--- src/rtl/uart_rx_edge_sampler_if.sv ---
// Handshake bundle between the RX FSM / deserializer (master) and the edge sampler (slave).
interface uart_rx_edge_sampler_if #(
    parameter int PRESCALE_WIDTH = 6,
    parameter int BIT_CNT_WIDTH  = 4
);
    logic                      samp_en;
    logic [PRESCALE_WIDTH-1:0] Prescale;
    logic                      rx_sync;
    logic [PRESCALE_WIDTH-1:0] edge_cnt;
    logic [BIT_CNT_WIDTH-1:0]  bit_cnt;
    logic                      sampled_bit;
    logic                      sample_valid;

    modport master (
        output samp_en, Prescale,
        input  rx_sync, edge_cnt, bit_cnt, sampled_bit, sample_valid
    );

    modport slave (
        input  samp_en, Prescale,
        output rx_sync, edge_cnt, bit_cnt, sampled_bit, sample_valid
    );
endinterface

--- src/rtl/uart_rx_edge_sampler.sv ---
// UART RX front end: 2-flop line synchronizer, oversample/bit counters and
// a three-sample mid-bit majority vote.
module uart_rx_edge_sampler #(
    parameter int PRESCALE_WIDTH = 6,
    parameter int BIT_CNT_WIDTH  = 4,
    parameter int FRAME_BITS     = 11
) (
    input  logic                  CLK,
    input  logic                  RST,
    input  logic                  RX_IN,
    uart_rx_edge_sampler_if.slave bus
);
    localparam int PW = PRESCALE_WIDTH;
    localparam int BW = BIT_CNT_WIDTH;
    localparam logic [BW-1:0] LAST_BIT = BW'(FRAME_BITS - 1);

    logic          sync1_q, sync2_q;
    logic          s0_q, s0_d, s1_q, s1_d, s2_q, s2_d;
    logic          sampled_q, sampled_d;
    logic          valid_q, valid_d;
    logic [PW-1:0] edge_q, edge_d;
    logic [BW-1:0] bit_q, bit_d;

    logic [PW-1:0] mid, last_edge;
    logic          vote;

    assign mid       = bus.Prescale >> 1;
    assign last_edge = bus.Prescale - PW'(1);
    assign vote      = (s0_q & s1_q) | (s0_q & s2_q) | (s1_q & s2_q);

    always_comb begin
        // NOTE: every next-state signal gets a hold/default value first so no path can infer a latch.
        edge_d    = edge_q;
        bit_d     = bit_q;
        s0_d      = s0_q;
        s1_d      = s1_q;
        s2_d      = s2_q;
        sampled_d = sampled_q;
        valid_d   = 1'b0;

        if (!bus.samp_en) begin
            edge_d = '0;
            bit_d  = '0;
        end else begin
            // >= rather than == so a Prescale lowered mid-bit still wraps.
            if (edge_q >= last_edge) begin
                edge_d = '0;
                bit_d  = (bit_q >= LAST_BIT) ? '0 : bit_q + BW'(1);
            end else begin
                edge_d = edge_q + PW'(1);
            end

            if (edge_q == mid - PW'(2)) s0_d = sync2_q;
            if (edge_q == mid - PW'(1)) s1_d = sync2_q;
            if (edge_q == mid)          s2_d = sync2_q;
            if (edge_q == mid + PW'(1)) begin
                sampled_d = vote;
                valid_d   = 1'b1;
            end
        end
    end

    // NOTE: state registers use non-blocking assignments so all flops update from pre-edge values.
    always_ff @(posedge CLK or negedge RST) begin
        if (!RST) begin
            sync1_q   <= 1'b1;
            sync2_q   <= 1'b1;
            s0_q      <= 1'b1;
            s1_q      <= 1'b1;
            s2_q      <= 1'b1;
            sampled_q <= 1'b1;
            valid_q   <= 1'b0;
            edge_q    <= '0;
            bit_q     <= '0;
        end else begin
            sync1_q   <= RX_IN;
            sync2_q   <= sync1_q;
            s0_q      <= s0_d;
            s1_q      <= s1_d;
            s2_q      <= s2_d;
            sampled_q <= sampled_d;
            valid_q   <= valid_d;
            edge_q    <= edge_d;
            bit_q     <= bit_d;
        end
    end

    assign bus.rx_sync      = sync2_q;
    assign bus.edge_cnt     = edge_q;
    assign bus.bit_cnt      = bit_q;
    assign bus.sampled_bit  = sampled_q;
    assign bus.sample_valid = valid_q;
endmodule

--- src/flat_wrapper.sv ---
// flat-port wrapper written by rule: the top's interface ports become plain ports
module uart_rx_edge_sampler_flat 
#(
    parameter int PRESCALE_WIDTH = 6,
    parameter int BIT_CNT_WIDTH  = 4,
    parameter int FRAME_BITS     = 11
)
  (CLK, RST, RX_IN, bus_samp_en, bus_Prescale, bus_rx_sync, bus_edge_cnt, bus_bit_cnt, bus_sampled_bit, bus_sample_valid);
  uart_rx_edge_sampler_if #(.PRESCALE_WIDTH(PRESCALE_WIDTH), .BIT_CNT_WIDTH(BIT_CNT_WIDTH)) bus_i ();
  input  logic CLK;
  input  logic RST;
  input  logic RX_IN;
  input wire logic [$bits(bus_i.samp_en)-1:0] bus_samp_en;
  input wire logic [$bits(bus_i.Prescale)-1:0] bus_Prescale;
  output wire logic [$bits(bus_i.rx_sync)-1:0] bus_rx_sync;
  output wire logic [$bits(bus_i.edge_cnt)-1:0] bus_edge_cnt;
  output wire logic [$bits(bus_i.bit_cnt)-1:0] bus_bit_cnt;
  output wire logic [$bits(bus_i.sampled_bit)-1:0] bus_sampled_bit;
  output wire logic [$bits(bus_i.sample_valid)-1:0] bus_sample_valid;
  assign bus_i.samp_en = bus_samp_en;
  assign bus_i.Prescale = bus_Prescale;
  assign bus_rx_sync = bus_i.rx_sync;
  assign bus_edge_cnt = bus_i.edge_cnt;
  assign bus_bit_cnt = bus_i.bit_cnt;
  assign bus_sampled_bit = bus_i.sampled_bit;
  assign bus_sample_valid = bus_i.sample_valid;
  uart_rx_edge_sampler #(.PRESCALE_WIDTH(PRESCALE_WIDTH), .BIT_CNT_WIDTH(BIT_CNT_WIDTH), .FRAME_BITS(FRAME_BITS)) u_core (.CLK(CLK), .RST(RST), .RX_IN(RX_IN), .bus(bus_i));
endmodule
--- config.mk ---
export PLATFORM = sky130hd
export DESIGN_NAME = uart_rx_edge_sampler_flat
export DESIGN_NICKNAME = d
export VERILOG_FILES = /design/src/rtl/uart_rx_edge_sampler_if.sv /design/src/rtl/uart_rx_edge_sampler.sv /design/src/flat_wrapper.sv
export SDC_FILE = /design/constraint.sdc
export NUM_CORES = 1
export LEC_CHECK = 0
export ABC_AREA = 0
export CELL_PAD_IN_SITES_DETAIL_PLACEMENT = 0
export CELL_PAD_IN_SITES_GLOBAL_PLACEMENT = 1
export CORE_ASPECT_RATIO = 0.6
export CORE_UTILIZATION = 35
export CTS_BUF_LIST = sky130_fd_sc_hd__clkbuf_2
export CTS_CLUSTER_DIAMETER = 200
export DETAILED_ROUTE_END_ITERATION = 12
export PLACE_DENSITY_LB_ADDON = 0.1
export SKIP_LAST_GASP = 1
export SYNTH_ARGS = -nofsm -noshare
export SYNTH_HDL_FRONTEND = slang
export SYNTH_SLANG_ARGS = --single-unit
export TNS_END_PERCENT = 1
--- constraint.sdc ---
create_clock -name CLK -period 2.58 [get_ports CLK]
set_clock_uncertainty 0.15 [all_clocks]
set_input_delay 0.258 -clock CLK [delete_from_list [all_inputs] [get_ports CLK]]
set_output_delay 0.258 -clock CLK [all_outputs]
set_load 0.03 [all_outputs]
==> results.txt <==
status - finished clean
crit path cell chain - dlygate4sd2_1, inv_2, ha_4, a21boi_2, nand2_1, xor2_1, ha_2, or4_4, a211o_1, and2_4, mux2_4
DR iter-0 viols - 46
Cell Pwr Density - 682.0 nW/um^2
Critical-path top delay cell - or4_4
fin util - 0.5119
Pwr Total - 0.001300 W
maximum clock path buffer count - 2
DR vias/cell - 5.130
# diodes - 0
CP max stage delay - 510 ps
PortBufs - 22
FFs w/ async S/R, synth - 1.000
worst skew pair latency - 310 ps
Synth Flop Type - dfrtp_1
WHS - 169.5 ps
Switch Pwr - 0.0005510 W
global-route wire length before repair - 5934 um
Post-Route Setup TNS - 0 ps
Slew Limit Fails - 0
nets - 218
sequential share of power - 0.344
Worst Max-Slew Pin Slew - 764.5 ps
worst path buffer plus inverter count - 2
fill count - 356
net switching fraction of the power - 0.4240
CTS tree - done
chip height - 50.75 um
Final setup viols - 0
Clk pwr share - 0.094
P_leak - 0.8370 nW
clock sink count - 17
initial antenna violation count - 0
RSZ-0062 raised after global routing - false
Setup CP Type - in -> reg
post-synthesis cell area - 1386 sq um
minimum clock period - 2532 ps
CP delay by family, top - simple AND/OR/NAND/NOR gates
Overflow after GRT - 0
Final Hold Fails - 0
Startpoint Class - primary input
fmax - 395.0 MHz
Synth area leader - dfrtp_1
CORE AREA - 3722 sq um
Worst Hold Class - in -> reg
Worst Setup End Kind - flop
post-synth top area share - 0.1986
syn_nets - 169
Pint - 0.0007486 W
chip width - 83.25 um
routed len/inst - 14.90 um
Area after DPL - 1856 sq um
DR pass1 iterations - 4
Max-Cap Viols - 0
Placer Congestion - 0.8420
DP Wirelength - 2910 um
CTS buffer count - 3
Final period util - 0.9813
H-tree levels - 1
worst vdd ir - 478.1 uV
Rel. slew slack - 0.4887
Crit path required time - 2630 ps
Worst EP arrival - 2580 ps
Clock transition at path regs - 180 ps
number of global-route vias before repair - 1208
# DRC - 0
Seq/Total Area, Yosys - 0.3123
Final ANT Viol Nets - 0
Mapped Cells - 143
area delta synth->final - 37.46%
Synth cell types - 47
layout cell share with drive strength beyond 1 - 0.2827
Synth Area per Inst - 9.695 sq um
largest net degree at the start of global routing - 18
CP max FO - 4
Gate power share - 0.562
fin area - 1906 sq um
via count - 1221
Die ar. - 4225 sq um
reg-to-reg slack, setup - 340 ps
I/O Pins - 23
Area contributors post-synth - dfrtp_1 20%, ha_1 14%, dfstp_2 11%, xnor2_1 8.2%, xor2_1 5.1%
Ys Warns - 0
# rows - 17
Post-synth EDFFs - 0
Root Driver - clkbuf_2
Routed Wire Length - 3546 um
#FFs+latches synth - 17
Global Route Usage Sum - 0.1835
initial core utilization - 0.3724
power by group through the flow:
stage / registers (W) / clock network, W / logic, W
after floorplan: 0.000537 / 0 / 0.000345
after global placement: 0.000451 / 0 / 0.000703
after detailed placement: 0.000455 / 0 / 0.000721
after CTS: 0.000449 / 0.000127 / 0.000730
after global routing: 0.000461 / 0.000140 / 0.000790
final: 0.000447 / 0.000122 / 0.000730
flip-flops by register name, indices dropped and copies added, names as in the netlist:
signal	count
u_core.s1_q	1
u_core.bus.sample_valid	1
u_core.s2_q	1
u_core.bus.bit_cnt	4
u_core.bus.edge_cnt	6
u_core.bus.sampled_bit	1
u_core.s0_q	1
u_core.bus.rx_sync	1
u_core.sync1_q	1
synthesized netlist by cell type (all sizes together) (3+ instances only):
cell,instances
buf,5
dfrtp,11
dfstp,6
ha,16
inv,9
mux2,5
nand2,7
nand2b,3
nand3,4
nand4,3
nor2,10
nor3b,3
o21ai,5
xnor2,13
xor2,8
repair_timing:
item,4_1_cts,5_1_grt
gates resized for setup,8,7
setup endpoints to repair,10,8
hold buffers,0,0
buffers inserted,0,1
pin swaps,0,4
metal layers:
layer / wire length (um) / track usage / vias to the layer above
li1: - / - / 600
met1: 1769 / 0.2495 / 590
met2: 1628 / 0.2883 / 31
met3: 148 / 0.04934 / 0
met4: 0 / 0.04885 / 0
met5: 0 / 0 / -
cells by family (layout without fill, tap and decap cells):
group | count (synthesis) | after routing | share of synthesized area
buf+inv | 15 | 63 | 0.04963
simple gates | 42 | 42 | 0.1625
flops | 17 | 17 | 0.3123
fa+ha+maj | 17 | 17 | 0.1516
xor+xnor | 21 | 21 | 0.1327
mux | 6 | 6 | 0.05054
compound gates | 25 | 25 | 0.1408
per-stage QoR:
step,setup WS (ps),std cells
floorplan,-128.0,143
global placement,-637.2,233
detailed placement,-712.4,233
CTS,24.01,237
global route,9.171,238
finish,48.18,238
layout make-up:
| type | count | area (sq um) | area share |
|---|---|---|---|
| Clock buffer | 3 | 15.01 | 0.007879 |
| Clock inverter | 1 | 5.005 | 0.002626 |
| Inverter | 9 | 37.54 | 0.01970 |
| Multi-Input combinational cell | 111 | 930.9 | 0.4885 |
| Sequential cell | 17 | 432.9 | 0.2272 |
| Tap cell | 47 | 58.81 | 0.03086 |
| Timing Repair Buffer | 50 | 425.4 | 0.2232 |
cells in the final DEF (no fill, tap or decap), types with 2 or more instances in the layout:
cell,synthesis,routed
o21ai_1,3,3
nor2_1,10,10
o31ai_1,2,2
inv_2,1,2
nor3b_1,3,3
or4_4,1,2
nand3_1,4,4
nand4_1,3,3
dfstp_2,6,6
and3_1,2,2
dfrtp_1,11,11
nor3_1,2,2
nand2_1,7,7
mux2_1,4,4
a21oi_1,2,2
nor2b_1,2,2
a31oi_1,2,2
ha_4,0,2
clkbuf_2,0,3
xnor2_1,13,13
dlygate4sd2_1,0,2
ha_2,0,3
buf_4,0,28
nand2b_1,3,3
inv_1,8,6
ha_1,16,11
clkdlybuf4s50_1,0,18
xor2_1,8,8
final timing paths:
check	start	to	cells after the start
min in group asynchronous	RST	u_core.bus.edge_cnt[5]$_DFF_PN0_	1
worst max-delay path	bus_Prescale[1]	u_core.bus.bit_cnt[1]$_DFFE_PN0P_	11
worst min register to register	u_core.sync1_q$_DFF_PN1_	u_core.bus.rx_sync$_DFF_PN1_	0
worst max register to register	u_core.bus.edge_cnt[4]$_DFF_PN0_	u_core.s1_q$_DFFE_PN1P_	6
worst min-delay path	RX_IN	u_core.sync1_q$_DFF_PN1_	1
max in group asynchronous	RST	u_core.bus.bit_cnt[3]$_DFFE_PN0P_	1
No activity file was read; power rests on OpenSTA's default activity.
